===== config.mk =====
export PLATFORM = sky130hd
export DESIGN_NAME = ppc_seq_ctl
export DESIGN_NICKNAME = d
export VERILOG_FILES = /design/src/rtl/ppc_seq_ctl.sv
export SDC_FILE = /design/constraint.sdc
export NUM_CORES = 1
export LEC_CHECK = 0
export CORE_MARGIN = 5
export CORE_UTILIZATION = 42
export CTS_CLUSTER_DIAMETER = 30
export DETAILED_ROUTE_END_ITERATION = 12
export GPL_ROUTABILITY_DRIVEN = 0
export PLACE_DENSITY_LB_ADDON = 0.2
export SLEW_MARGIN = 20
export SYNTH_ARGS = -nofsm -noshare
export SYNTH_HDL_FRONTEND = slang
export SYNTH_SLANG_ARGS = --single-unit

===== constraint.sdc =====
create_clock -name clk -period 2.41 [get_ports clk]
set_input_delay 0.482 -clock clk [delete_from_list [all_inputs] [get_ports clk]]
set_output_delay 0.482 -clock clk [all_outputs]
set_load 0.02 [all_outputs]

===== src/rtl/ppc_seq_ctl.sv =====
// ppc_seq_ctl: multicycle F/D/X/(M)/WB sequencer for the PPC core.
// Owns the PC, the latched instruction word, the memory handshakes, a
// memory-wait timeout and the cycle/retire counters. Decode, register file
// and ALU/branch logic live outside and follow this block's strobes.
//
// state   | meaning
// --------+---------------------------------------------------------------
// F  (0)  | fetch: imem_req high until imem_ack, instruction latched on ack
// D  (1)  | decode: rf_rd_en high, load/store flags latched
// X  (2)  | execute: single cycle, picks M for memory ops, else WB
// WB (3)  | commit: wb_en high, pc advances or branches, retire_cnt++
// M  (4)  | memory: dmem_req high until dmem_ack
// HALT(5) | sticky stop requested by the instruction; left only by reset
// FAULT(6)| sticky stop after a memory timeout; left only by reset
module ppc_seq_ctl #(
    parameter int unsigned     XLEN        = 64,
    parameter logic [XLEN-1:0] RESET_PC    = '0,
    parameter int unsigned     CNT_W       = 32,
    parameter int unsigned     MEM_TIMEOUT = 0
) (
    input  logic             clk,
    input  logic             reset,
    output logic             imem_req,
    output logic [XLEN-1:0]  imem_addr,
    input  logic             imem_ack,
    input  logic [31:0]      imem_data,
    output logic [31:0]      inst,
    output logic             rf_rd_en,
    input  logic             dec_mem_rd,
    input  logic             dec_mem_wr,
    output logic             dmem_req,
    output logic             dmem_we,
    input  logic             dmem_ack,
    input  logic             br_taken,
    input  logic [XLEN-1:0]  br_target,
    input  logic             halt_req,
    output logic             wb_en,
    output logic [2:0]       state,
    output logic [XLEN-1:0]  pc,
    output logic             halted,
    output logic             fault,
    output logic [CNT_W-1:0] cycle_cnt,
    output logic [CNT_W-1:0] retire_cnt
);

    typedef enum logic [2:0] {
        ST_F     = 3'd0,
        ST_D     = 3'd1,
        ST_X     = 3'd2,
        ST_WB    = 3'd3,
        ST_M     = 3'd4,
        ST_HALT  = 3'd5,
        ST_FAULT = 3'd6
    } state_t;

    localparam int unsigned WAIT_W = 32;
    localparam bit          TMO_EN = (MEM_TIMEOUT != 0);
    // The fault is taken in the unacked cycle whose increment would bring the
    // wait count up to the limit, so the compare is against limit-1.
    localparam logic [WAIT_W-1:0] TMO_LAST =
        TMO_EN ? WAIT_W'(MEM_TIMEOUT - 1) : '0;

    state_t            state_q, state_d;
    logic [XLEN-1:0]   pc_q, pc_d;
    logic [31:0]       inst_q, inst_d;
    logic              rd_q, rd_d;
    logic              wr_q, wr_d;
    logic [WAIT_W-1:0] wait_q, wait_d;
    logic [CNT_W-1:0]  cycle_q, cycle_d;
    logic [CNT_W-1:0]  retire_q, retire_d;

    // Next-state, datapath updates and state-decoded strobes.
    always_comb begin
        state_d  = state_q;
        pc_d     = pc_q;
        inst_d   = inst_q;
        rd_d     = rd_q;
        wr_d     = wr_q;
        wait_d   = wait_q;
        cycle_d  = cycle_q;
        retire_d = retire_q;
        imem_req = 1'b0;
        rf_rd_en = 1'b0;
        dmem_req = 1'b0;
        dmem_we  = 1'b0;
        wb_en    = 1'b0;

        case (state_q)
            ST_F: begin
                imem_req = 1'b1;
                if (imem_ack) begin
                    inst_d  = imem_data;
                    state_d = ST_D;
                end else if (TMO_EN && (wait_q == TMO_LAST)) begin
                    state_d = ST_FAULT;
                end else begin
                    wait_d = wait_q + 1'b1;
                end
            end
            ST_D: begin
                rf_rd_en = 1'b1;
                rd_d     = dec_mem_rd;
                wr_d     = dec_mem_wr;
                state_d  = ST_X;
            end
            ST_X: begin
                state_d = (rd_q || wr_q) ? ST_M : ST_WB;
            end
            ST_M: begin
                dmem_req = 1'b1;
                dmem_we  = wr_q;
                if (dmem_ack) begin
                    state_d = ST_WB;
                end else if (TMO_EN && (wait_q == TMO_LAST)) begin
                    state_d = ST_FAULT;
                end else begin
                    wait_d = wait_q + 1'b1;
                end
            end
            ST_WB: begin
                wb_en    = 1'b1;
                pc_d     = br_taken ? (br_target & ~XLEN'(3)) : (pc_q + XLEN'(4));
                retire_d = retire_q + 1'b1;
                state_d  = halt_req ? ST_HALT : ST_F;
            end
            ST_HALT:  state_d = ST_HALT;
            ST_FAULT: state_d = ST_FAULT;
            default:  state_d = ST_FAULT;
        endcase

        if (state_q inside {ST_F, ST_D, ST_X, ST_WB, ST_M}) begin
            cycle_d = cycle_q + 1'b1;
        end
        if (state_d != state_q) begin
            wait_d = '0;
        end
    end

    // State register with synchronous reset; reset wins in every state.
    always_ff @(posedge clk) begin
        if (reset) begin
            state_q  <= ST_F;
            pc_q     <= RESET_PC;
            inst_q   <= '0;
            rd_q     <= 1'b0;
            wr_q     <= 1'b0;
            wait_q   <= '0;
            cycle_q  <= '0;
            retire_q <= '0;
        end else begin
            state_q  <= state_d;
            pc_q     <= pc_d;
            inst_q   <= inst_d;
            rd_q     <= rd_d;
            wr_q     <= wr_d;
            wait_q   <= wait_d;
            cycle_q  <= cycle_d;
            retire_q <= retire_d;
        end
    end

    assign state      = state_q;
    assign pc         = pc_q;
    assign imem_addr  = pc_q;
    assign inst       = inst_q;
    assign halted     = (state_q == ST_HALT);
    assign fault      = (state_q == ST_FAULT);
    assign cycle_cnt  = cycle_q;
    assign retire_cnt = retire_q;

endmodule

# Word level (Yosys, flattened, before mapping)
# Index checks and enable logic that the tools add are counted.
dict set report word_totals {
  register_bits 165
  input_bits 104
}
dict set report classes {
  addsub 3
  n_eq_ne 8
  n_mux 11
  reduce_logical 5
}
# op count
set op_table {}
lappend op_table {{$add 32x1->32 const B} 2}
lappend op_table {{$add 64x3->64 const B} 1}
lappend op_table {{$mux 64} 1}
lappend op_table {{$pmux 3 s6} 1}
lappend op_table {{$mux 3} 4}
lappend op_table {{$eq 3x3->1 const B} 3}
lappend op_table {{$eq 3x2->1 const B} 2}
lappend op_table {{$mux 1} 5}
lappend op_table {{$reduce_bool 5->1} 1}
lappend op_table {{$ne 2x2->1 const B} 2}
lappend op_table {{$reduce_and 2->1} 2}
lappend op_table {{$eq 3x1->1 const B} 1}
lappend op_table {{$logic_not 3->1} 1}
lappend op_table {{$logic_or 1x1->1} 1}

# Logic depth before layout (Yosys ltp)
dict set report depth {
  depth_word 3
  ltp_mapped 8
  mapped_depth_nobuf 7
}

# Worst setup path after synthesis
# Ideal clock, no wire load.
dict set report synth_timing {
  kind {flip-flop to flip-flop}
  start {register pc_q[2], in the netlist imem_addr[2]}
  end {register pc_q[44], in the netlist imem_addr[44]}
  arrival_ns 2.164
  required_time_ns 2.336
  slack_ns 0.172
  stages_incl_launch_ff 8
  path_buffers 0
  period_less_slack_ns 2.238
  path_cell_list {dfxtp_1 ha_1 nand3_1 or2_2 nor3_4 nand3b_1 or4_1 a31oi_1}
}
dict set report synth_between {
  elab_chain_cells 2
}
# item line_no
set synth_lines {}
lappend synth_lines {{start, declared} 64} ;# logic [XLEN-1:0] pc_q, pc_d;
lappend synth_lines {{start signal, assigned} 152} ;# pc_q <= pc_d;
lappend synth_lines {{$add 64x3->64} 122} ;# pc_d = br_taken ? (br_target & ~XLEN'(3)) : (pc_q + XLEN'(4));
lappend synth_lines {{$mux 64} 122}
# Every way passes these cells.
# A chain may end at the register's enable or synchronous reset.

# Final worst setup path
dict set report layout_timing {
  start {register state_q[1], in the netlist state[1]}
  end {output port dmem_req}
}
dict set report layout_between {
  elab_chain_cells 2
}
# item line_no
set layout_lines {}
lappend layout_lines {{start, declared} 63} ;# state_t state_q, state_d;
lappend layout_lines {{start signal, assigned} 151} ;# state_q <= state_d;
lappend layout_lines {{$eq 3x3->1} 88} ;# case (state_q)
lappend layout_lines {{$mux 1} 88}
lappend layout_lines {{end, declared} 31} ;# output logic dmem_req,
# Every way passes these cells.

==> flow_summary.yaml <==
detailed_routing:
  first_iter_violations: 599
  ant_nets: 0
  drc_errors: 0
  drt-wirelength-per-cell_um: 17.9
  routed_wl_mm: 30.9
  dr.pass1.iters: 6
  viasPerCell: 5.60
  routed-via-count: 9684
floorplanning:
  io_pins: 338
  start_util_pct: 42.8
  die_h_um: 156
  row_count: 53
  die-area_um2: 24400
  fp.coreArea_um2: 21000
  fp.dieW_um: 156
power_and_ir_drop:
  combPwrFrac_pct: 18.1
  sw_frac_of_total_pct: 29.1
  powerDensity_nw_per_um2: 538
  peakVddDrop_uv: 508
  p_int_w: 0.00496
  seq_power_share_pct: 41.8
  leakage_nw: 4.62
  clkPwrFrac_pct: 40.1
  p_sw_w: 0.00204
logic_synthesis:
  synth_cell_types: 76
  synth.largest_area_cell: "dfxtp_1"
  synthTopCellsByCount: "163 x dfxtp_1, 140 x nand2_1, 125 x nor2_1"
  synth.area.top_cells: "dfxtp_1 36%, nand2_1 5.8%, buf_4 5.5%, nor2_1 5.2%, a21oi_1 4.6%"
  synthMostInstantiatedCell: "dfxtp_1"
  async_flop_share_pct: 0
  synth.avg_cell_area_um2: 7.82
  ys.flop_type: "dfxtp_1"
  ys_ff_latch: 163
  synth_edf_count: 0
  syn_area_um2: 8990
  synth_cells: 1150
  ys_warn_count: 0
  netlist.area_leader.share_pct: 36.3
  ys_seq_area_share_pct: 36.3
setup_path:
  startpoint_type: "flip-flop"
  worstSetupPathType: "reg -> out"
  crit_fanout: 13
  cp.arrival_ns: 1.80
  end_kind: "primary output"
  required_ns: 1.93
sta:
  finalSetupViolations: 0
  period_needed_ns: 2.28
  drv_slew: 0
  rsz0062_at_grt: "false"
  relSlewSlack_pct: 58.3
  tightest_slew_ns: 0.626
  skew_ns: 0.0147
  holdWs_ns: 0.395
  hold_violations: 0
  min_period_over_period_pct: 94.6
  tns_ns: 0
  timing.fmax_mhz: 438
global_route:
  grt_pass1_vias: 9299
  grt_util_all_layers_pct: 24.6
  overflow: 0
  grt_pass1_wl_mm: 49.1
  antenna_found_initial: 1
  grt_max_degree: 102
clock_tree:
  cts_tree: "yes"
  clock-root-buffer: "clkbuf_16"
  clk_pin_slew_worst_paths_ns: 0.07
  clock-sinks: 163
  htree_levels: 4
  clk_latency_ns: 0.42
  postCtsHoldBufs: 0
  clock_path_buffers: 2
  numCtsBuffers: 17
cells_and_area:
  synthToLayoutAreaGrowth_pct: 44.7
  finalNetCount: 1548
  fillers: 1858
  drive_above_1_share_pct: 9.28
run_status:
  outcome: "completed"
min_path:
  hold_path_class: "in -> reg"
placement:
  hpwlAfterDp_mm: 22.7
  port-buffer-count: 331
job:
  cap_violations: 0
-- metrics by stage --
stage	std cells	worst slack, ns	total power (W)	area, um2	util, %
2_1_floorplan	1153	0.172	0.00365	9000	-
6_report	1730	0.129	0.00700	13000	61.9
5_1_grt	1730	0.0180	0.00730	13000	61.9
3_3_place_gp	1695	0.180	0.00424	12400	58.9
4_1_cts	1727	0.000308	0.00708	13000	61.7
3_5_place_dp	1695	0.157	0.00425	12400	58.9
-- flip-flops by register name, summed over array words and instances, names as in the netlist --
register	cells
state	3
rd_q	1
inst	32
retire_cnt	32
cycle_cnt	32
imem_addr	62
wr_q	1
-- what timing repair did --
action / 4_1_cts / 5_1_grt
endpoints found under the setup margin: 4 / 14
gates resized for setup: 5 / 6
pin swaps: 0 / 1
buffers inserted: 0 / 2
-- logic make-up (layout without fill, tap and decap cells) --
group,after synthesis,count (layout),share of synthesized area [%]
other,1,5,0.0417
muxes,19,19,2.14
DFF,163,163,36.3
and+or+nand+nor,526,526,29.9
adders and majority gates,3,3,0.417
buffers and inverters,147,448,9.57
xor gates and xnor gates,54,54,5.26
AOI/OAI and AO/OA,237,237,16.4
-- power by group through the flow --
stage          combinational (W)  sequential, W  clock [W]
2_1_floorplan           0.000561        0.00309          0
3_3_place_gp             0.00126        0.00298          0
6_report                 0.00127        0.00293    0.00281
3_5_place_dp             0.00127        0.00298          0
4_1_cts                  0.00128        0.00292    0.00287
5_1_grt                  0.00136        0.00294    0.00300
-- cell usage in the layout (no fill, tap or decap), types with 8 or more instances in the layout --
master / n
clkdlybuf4s50_1: 326
dfxtp_1: 159
nand2_1: 140
nor2_1: 125
a21oi_1: 82
nand3_1: 69
buf_4: 67
o21ai_0: 43
xor2_1: 41
nand4_1: 36
and3_1: 33
nor3_1: 22
a31oi_1: 20
mux2i_1: 17
clkbuf_16: 17
inv_1: 15
nor4_1: 15
or3_1: 15
a22oi_1: 15
xnor2_1: 13
and4_1: 12
o31ai_1: 12
a211oi_1: 11
nor2b_1: 9
o22ai_1: 8
-- layout make-up --
class / count / area [um2] / area share (%)
inverter: 17 / 63.8 / 0.490
antenna: 1 / 2.50 / 0.0192
sequential: 163 / 3270 / 25.1
multi-input combinational: 843 / 4900 / 37.7
timing repair buffer: 399 / 3840 / 29.5
tap: 275 / 344 / 2.64
clock buffer: 18 / 429 / 3.30
clock inverter: 14 / 166 / 1.28
-- worst paths after layout --
kind | startpoint | end | slack (ns) | depth (start not counted)
hold / removal | reset | imem_addr[33]$_SDFFE_PP0N_ | 0.40 | 2
setup reg to reg | imem_addr[15]$_SDFFE_PP0N_ | imem_addr[49]$_SDFFE_PP0N_ | 0.18 | 6
hold reg to reg | inst[26]$_SDFFE_PP0P_ | inst[26]$_SDFFE_PP0P_ | 0.46 | 2
setup / recovery | state[1]$_SDFFE_PP0P_ | dmem_req | 0.13 | 3
-- metal layers --
layer | vias up | share of wire (%) | global-route usage, %
met5 | - | 0 | 0
met4 | 0 | 2.3 | 7.56
met3 | 50 | 10 | 7.63
met2 | 430 | 48 | 41.2
met1 | 4569 | 39 | 30.3
li1 | 4635 | - | -
-- critical path, cell delays in order (launching register included) --
cell             delay (ns)
dfxtp_2                0.39
nor2_1                 0.22
and2_1                 0.16
clkdlybuf4s50_1        0.62
No activity file was read; power rests on OpenSTA's default activity.
